File: src/rtl/pc_fetch_unit_if.sv
// Fetch-stage bus bundle between decode/instruction memory and pc_fetch_unit.
//   master : fetch-unit side (drives Read_Address and the IF/ID register outputs)
//   slave  : environment side (decode control, instruction memory read data)
// Signals:
//   Stall, Branch_Taken, Branch_Offset, Jump, Jump_Target : control from decode
//   Instruction                                           : memory read data
//   Read_Address                                          : PC to memory
//   IF_ID_Instruction, IF_ID_PC_Plus1, IF_ID_Valid        : IF/ID register
//   Halted                                                : sticky halt flag
interface pc_fetch_unit_if #(
   parameter int unsigned ADDR_W = 8
);
   logic              Stall;
   logic              Branch_Taken;
   logic [ADDR_W-1:0] Branch_Offset;
   logic              Jump;
   logic [ADDR_W-1:0] Jump_Target;
   logic [31:0]       Instruction;
   logic [ADDR_W-1:0] Read_Address;
   logic [31:0]       IF_ID_Instruction;
   logic [ADDR_W-1:0] IF_ID_PC_Plus1;
   logic              IF_ID_Valid;
   logic              Halted;

   modport master (
      input  Stall,
      input  Branch_Taken,
      input  Branch_Offset,
      input  Jump,
      input  Jump_Target,
      input  Instruction,
      output Read_Address,
      output IF_ID_Instruction,
      output IF_ID_PC_Plus1,
      output IF_ID_Valid,
      output Halted
   );

   modport slave (
      output Stall,
      output Branch_Taken,
      output Branch_Offset,
      output Jump,
      output Jump_Target,
      output Instruction,
      input  Read_Address,
      input  IF_ID_Instruction,
      input  IF_ID_PC_Plus1,
      input  IF_ID_Valid,
      input  Halted
   );
endinterface

File: src/rtl/pc_fetch_unit.sv
// Instruction-fetch stage: owns the word-addressed PC, drives the
// instruction-memory read address, and captures the returned word into the
// IF/ID pipeline register. Supports stall, jump/branch redirect with a
// single-bubble flush, and a sticky halt on HALT_WORD.
// Ports:
//   Clk   : rising-edge clock
//   Rst_n : asynchronous active-low reset
//   bus   : pc_fetch_unit_if.master (decode control, memory data, IF/ID outputs)
module pc_fetch_unit #(
   parameter int unsigned       ADDR_W    = 8,
   parameter logic [ADDR_W-1:0] RESET_PC  = '0,
   parameter logic [31:0]       HALT_WORD = '1
) (
   input  logic             Clk,
   input  logic             Rst_n,
   pc_fetch_unit_if.master  bus
);

   typedef enum logic {
      S_FETCH  = 1'b0,
      S_HALTED = 1'b1
   } state_t;

   state_t            state_q, state_d;
   logic [ADDR_W-1:0] pc_q, pc_d;
   logic [31:0]       ifid_instr_q, ifid_instr_d;
   logic [ADDR_W-1:0] ifid_pc1_q, ifid_pc1_d;
   logic              ifid_valid_q, ifid_valid_d;

   logic [ADDR_W-1:0] pc_plus1;
   logic [ADDR_W-1:0] branch_target;

   assign pc_plus1 = pc_q + ADDR_W'(1);
   // Offset and PC share the same width, so a plain modular add is identical
   // to sign-extending the offset and truncating the sum.
   assign branch_target = ifid_pc1_q + bus.Branch_Offset;

   always_comb begin
      state_d      = state_q;
      pc_d         = pc_q;
      ifid_instr_d = ifid_instr_q;
      ifid_pc1_d   = ifid_pc1_q;
      ifid_valid_d = ifid_valid_q;

      unique case (state_q)
         S_FETCH: begin
            if (bus.Jump) begin
               pc_d         = bus.Jump_Target;
               ifid_instr_d = '0;
               ifid_valid_d = 1'b0;
            end else if (bus.Branch_Taken) begin
               pc_d         = branch_target;
               ifid_instr_d = '0;
               ifid_valid_d = 1'b0;
            end else if (bus.Stall) begin
               // hold everything
            end else if (bus.Instruction == HALT_WORD) begin
               // halt word is passed down once, then fetch freezes on it
               ifid_instr_d = HALT_WORD;
               ifid_pc1_d   = pc_plus1;
               ifid_valid_d = 1'b1;
               state_d      = S_HALTED;
            end else begin
               ifid_instr_d = bus.Instruction;
               ifid_pc1_d   = pc_plus1;
               ifid_valid_d = 1'b1;
               pc_d         = pc_plus1;
            end
         end
         S_HALTED: begin
            ifid_valid_d = 1'b0;
         end
         default: begin
            state_d = S_FETCH;
         end
      endcase
   end

   always_ff @(posedge Clk or negedge Rst_n) begin
      if (!Rst_n) begin
         state_q      <= S_FETCH;
         pc_q         <= RESET_PC;
         ifid_instr_q <= '0;
         ifid_pc1_q   <= '0;
         ifid_valid_q <= 1'b0;
      end else begin
         state_q      <= state_d;
         pc_q         <= pc_d;
         ifid_instr_q <= ifid_instr_d;
         ifid_pc1_q   <= ifid_pc1_d;
         ifid_valid_q <= ifid_valid_d;
      end
   end

   assign bus.Read_Address      = pc_q;
   assign bus.IF_ID_Instruction = ifid_instr_q;
   assign bus.IF_ID_PC_Plus1    = ifid_pc1_q;
   assign bus.IF_ID_Valid       = ifid_valid_q;
   assign bus.Halted            = (state_q == S_HALTED);

endmodule

File: src/flat_wrapper.sv
// flat-port wrapper written by rule: the top's interface ports become plain ports
module pc_fetch_unit_flat 
#(
   parameter int unsigned       ADDR_W    = 8,
   parameter logic [ADDR_W-1:0] RESET_PC  = '0,
   parameter logic [31:0]       HALT_WORD = '1
)
  (Clk, Rst_n, bus_Stall, bus_Branch_Taken, bus_Branch_Offset, bus_Jump, bus_Jump_Target, bus_Instruction, bus_Read_Address, bus_IF_ID_Instruction, bus_IF_ID_PC_Plus1, bus_IF_ID_Valid, bus_Halted);
  pc_fetch_unit_if #(.ADDR_W(ADDR_W)) bus_i ();
  input  logic Clk;
  input  logic Rst_n;
  input wire logic [$bits(bus_i.Stall)-1:0] bus_Stall;
  input wire logic [$bits(bus_i.Branch_Taken)-1:0] bus_Branch_Taken;
  input wire logic [$bits(bus_i.Branch_Offset)-1:0] bus_Branch_Offset;
  input wire logic [$bits(bus_i.Jump)-1:0] bus_Jump;
  input wire logic [$bits(bus_i.Jump_Target)-1:0] bus_Jump_Target;
  input wire logic [$bits(bus_i.Instruction)-1:0] bus_Instruction;
  output wire logic [$bits(bus_i.Read_Address)-1:0] bus_Read_Address;
  output wire logic [$bits(bus_i.IF_ID_Instruction)-1:0] bus_IF_ID_Instruction;
  output wire logic [$bits(bus_i.IF_ID_PC_Plus1)-1:0] bus_IF_ID_PC_Plus1;
  output wire logic [$bits(bus_i.IF_ID_Valid)-1:0] bus_IF_ID_Valid;
  output wire logic [$bits(bus_i.Halted)-1:0] bus_Halted;
  assign bus_i.Stall = bus_Stall;
  assign bus_i.Branch_Taken = bus_Branch_Taken;
  assign bus_i.Branch_Offset = bus_Branch_Offset;
  assign bus_i.Jump = bus_Jump;
  assign bus_i.Jump_Target = bus_Jump_Target;
  assign bus_i.Instruction = bus_Instruction;
  assign bus_Read_Address = bus_i.Read_Address;
  assign bus_IF_ID_Instruction = bus_i.IF_ID_Instruction;
  assign bus_IF_ID_PC_Plus1 = bus_i.IF_ID_PC_Plus1;
  assign bus_IF_ID_Valid = bus_i.IF_ID_Valid;
  assign bus_Halted = bus_i.Halted;
  pc_fetch_unit #(.ADDR_W(ADDR_W), .RESET_PC(RESET_PC), .HALT_WORD(HALT_WORD)) u_core (.Clk(Clk), .Rst_n(Rst_n), .bus(bus_i));
endmodule
File: config.mk
export PLATFORM = sky130hd
export DESIGN_NAME = pc_fetch_unit_flat
export DESIGN_NICKNAME = d
export VERILOG_FILES = /design/src/rtl/pc_fetch_unit_if.sv /design/src/rtl/pc_fetch_unit.sv /design/src/flat_wrapper.sv
export SDC_FILE = /design/constraint.sdc
export NUM_CORES = 1
export LEC_CHECK = 0
export BUFFER_PORTS_ARGS = -buffer_cell sky130_fd_sc_hd__buf_2
export CORE_ASPECT_RATIO = 1.4
export CORE_UTILIZATION = 35
export DETAILED_ROUTE_END_ITERATION = 16
export GPL_TIMING_DRIVEN = 0
export PLACE_DENSITY = 0.72
export RECOVER_POWER = 100
export SYNTH_ARGS = -nofsm -noshare
export SYNTH_HDL_FRONTEND = slang
export SYNTH_SLANG_ARGS = --single-unit
File: constraint.sdc
create_clock -name Clk -period 1.73 [get_ports Clk]
set_input_delay 0.346 -clock Clk [delete_from_list [all_inputs] [get_ports Clk]]
set_output_delay 0.346 -clock Clk [all_outputs]
set_load 0.02 [all_outputs]
==> metrics <==
violated checks=negative setup slack; Post-synth ARST share=1.00; CP delay by family, top=compound AO/OA/AOI/OAI gates; largest net degree at the start of global routing=51; setup violators final=9; headroom to the max-slew limit=0.178; CTS tree=built; worst clock skew=6.21 ps; top-level I/O count=about 100; Syn Nets=299; clk_lat worst skew=~290 ps; Die X=roughly 75 um; synth warn=0; area grow syn2layout=32.6%; leakage power=1.56 nW; worst setup margin=-232 ps; Worst setup EP type=flip-flop; vias in the first global route=2338; first-pass GRT wire length=around 11000 um; CORE AREA=0.00707 mm^2; Seq/Total Area, Yosys=0.479; I/O Buffers=102; WL/cell=16.0 um; initial antenna violation count=0; Buf/Inv on CP=0; Netlist cell types=54; Peak Freq=0.510 GHz; Multi-input gate area=0.00142 mm^2; Final Util=0.490; Worst Tran Pin Value=1230 ps; DRT antenna net count=0; final hold vios=0; CTS max path bufs=2; Avg Synthesized Cell Area=about 11 um^2; EDFF count, synth=0; DP HPWL=about 5500 um; row count=36; register area=0.00126 mm^2; dpl ws=-304 ps; Worst path slowest cell=dfrtp_2; Worst Path Max Fanout=3; Worst Path Arrival=2140 ps; flop-to-flop setup slack=-230 ps; Reg clk slew, reported paths=~80 ps; DRC errors left=0; Cells after Synth=237; Placed Area=roughly 0.0033 mm^2; Hold/Removal Path Class=input port to flip-flop; CP max stage delay=430 ps; vias per cell=5.23; post-synthesis instance area=0.00261 mm^2; Die Ht=104 um; critical path cell sequence=ha_4, a21o_1, a211oi_1, nor3_1, a221o_1, mux2_1; total global-route track usage=0.189; Final Max Slew Viols=0; pwr dens=676 mW/mm^2; fin crit period=approximately 2000 ps; Clock Sinks=50; total power=roughly 0.0023 W; Fillers=~700; Max-Cap Viols=0; # diodes=0; top_reg_cell synth=dfrtp_1; NumNets Final=between 400 and 500; Die ar.=0.00782 mm^2; crit start category=flip-flop; GRT overflow=0; via count=2338; placed cells=~430; drt total wl=7140 um; CTS root buf=clkbuf_8; DRT Pass-1 Iters=5; R2R depth=6; Reg2Reg Capture Point=u_core.bus.Read_Address[3]$_DFFE_PN0P_; Worst EP required=1910 ps; RSZ-0062 raised after global routing=yes; routability cong.=0.848; final instance area=0.00347 mm^2; CP Class=flip-flop to flip-flop; clock buffer count from CTS=5; synthesized flop and latch total=50; peak supply drop=0.335 mV; initial core utilization=0.370; H-tree depth=2; Finished Layout Cells=447; Tcrit/Tclk final=1.13; CP startpoint=u_core.bus.IF_ID_PC_Plus1[1]$_DFFE_PN0P_; status=finished with violations; WP depth=6; 1st-iter DRT viols=143; R2R Path Start=u_core.bus.IF_ID_PC_Plus1[1]$_DFFE_PN0P_; share of cells above drive strength 1=0.335; critical path endpoint=u_core.bus.Read_Address[3]$_DFFE_PN0P_
[per-stage QoR]
stage / TNS [ps] / hold slack (ps)
3_5_place_dp: -5690 / 486
4_1_cts: -749 / 272
6_report: -898 / 283
2_1_floorplan: -332 / 50.4
3_3_place_gp: -5060 / 485
5_1_grt: -6920 / 271
[power breakdown]
group / switching, W / internal, W / total [W]
sequential: 0.0000428 / 0.00121 / 0.00125
clock: 0.000357 / 0.000288 / 0.000645
combinational: 0.000252 / 0.000195 / 0.000447
[cells in the mapped netlist, types with 3 or more instances]
library cell,n,area [um^2]
o21ai_1,5,25.0
xnor2_1,7,61.3
nor3_1,3,15.0
o21a_1,3,22.5
a21oi_1,5,25.0
o211ai_1,3,22.5
inv_1,7,26.3
buf_2,4,20.0
a211oi_1,4,30.0
nand2_1,13,48.8
nor2_1,15,56.3
and3_1,3,18.8
o21ai_0,3,15.0
a21oi_2,6,52.6
nand4_1,8,50.1
buf_4,4,30.0
ha_1,8,100
a22o_1,32,280
dfrtp_1,50,1250
nor2b_1,5,31.3
o31ai_1,3,22.5
[worst min-delay path by stage]
stage / from / to / cells past startpoint
6_report: bus_Instruction[8] / u_core.bus.IF_ID_Instruction[8]$_DFFE_PN0P_ / 2
5_1_grt: bus_Instruction[8] / u_core.bus.IF_ID_Instruction[8]$_DFFE_PN0P_ / 2
4_1_cts: bus_Instruction[1] / u_core.bus.IF_ID_Instruction[1]$_DFFE_PN0P_ / 2
3_5_place_dp: u_core.bus.IF_ID_Instruction[20]$_DFFE_PN0P_ / u_core.bus.IF_ID_Instruction[20]$_DFFE_PN0P_ / 1
3_3_place_gp: u_core.bus.IF_ID_Instruction[31]$_DFFE_PN0P_ / u_core.bus.IF_ID_Instruction[31]$_DFFE_PN0P_ / 1
2_1_floorplan: Rst_n / u_core.bus.Halted$_DFF_PN0_ / 0
[state kept, by name (all words and copies together), names as in the netlist]
name / count
u_core.bus.IF_ID_Valid: 1
u_core.bus.IF_ID_PC_Plus1: 8
u_core.bus.Read_Address: 8
u_core.bus.Halted: 1
u_core.bus.IF_ID_Instruction: 32
[placed cells by master, fill, tap and decap left out, drive strengths merged, types with 3 or more instances in the layout]
cell / netlist / final
nor2: 16 / 16
a22o: 32 / 32
inv: 8 / 8
a211oi: 4 / 4
nor3: 5 / 5
xnor2: 7 / 7
mux2: 3 / 3
nor4: 4 / 4
ha: 8 / 8
nand2: 13 / 13
buf: 11 / 70
o21ai: 8 / 8
o21a: 3 / 3
nand4: 8 / 8
and3: 3 / 3
clkbuf: 0 / 56
o31ai: 3 / 3
nand3: 3 / 3
a21oi: 11 / 11
nor2b: 5 / 5
dfrtp: 50 / 50
o211ai: 3 / 3
[metal layers]
metal	up-vias	wire length, um	GRT usage
li1	1131	-	-
met1	1137	2910	0.227
met2	62	3860	0.328
met3	8	270	0.0300
met4	0	93	0.0687
met5	-	0	0
[timing repair]
| item | in CTS | in global routing |
|---|---|---|
| hold buffers | 0 | 0 |
| resized for setup | 7 | 9 |
| pin swaps | 6 | 9 |
| endpoints found under the setup margin | 6 | 12 |
| buffers inserted | 5 | 0 |
[area by class of cell]
type	count	area share
tap	95	0.0343
sequential	50	0.363
inverter	8	0.00866
buffer	11	0.0184
clock buffer	8	0.0231
timing repair buffer	107	0.144
multi-input combinational	168	0.409
[worst register-to-register path: cells and delay by family, from the launching register on]
family | cells | cell delay (ps)
AO/OA/AOI/OAI | 3 | 760
adder cells (fa/ha/maj) | 1 | 230
flip-flops | 1 | 430
multiplexers | 1 | 290
AND/OR/NAND/NOR | 1 | 130
[cell families after synthesis]
group / share of synthesized area
XOR/XNOR: 0.0302
flip-flops: 0.479
adder cells (fa/ha/maj): 0.0460
AO/OA/AOI/OAI: 0.246
buffers and inverters: 0.0378
multiplexers: 0.0206
AND/OR/NAND/NOR: 0.141
(Power assumes the default switching activity.)
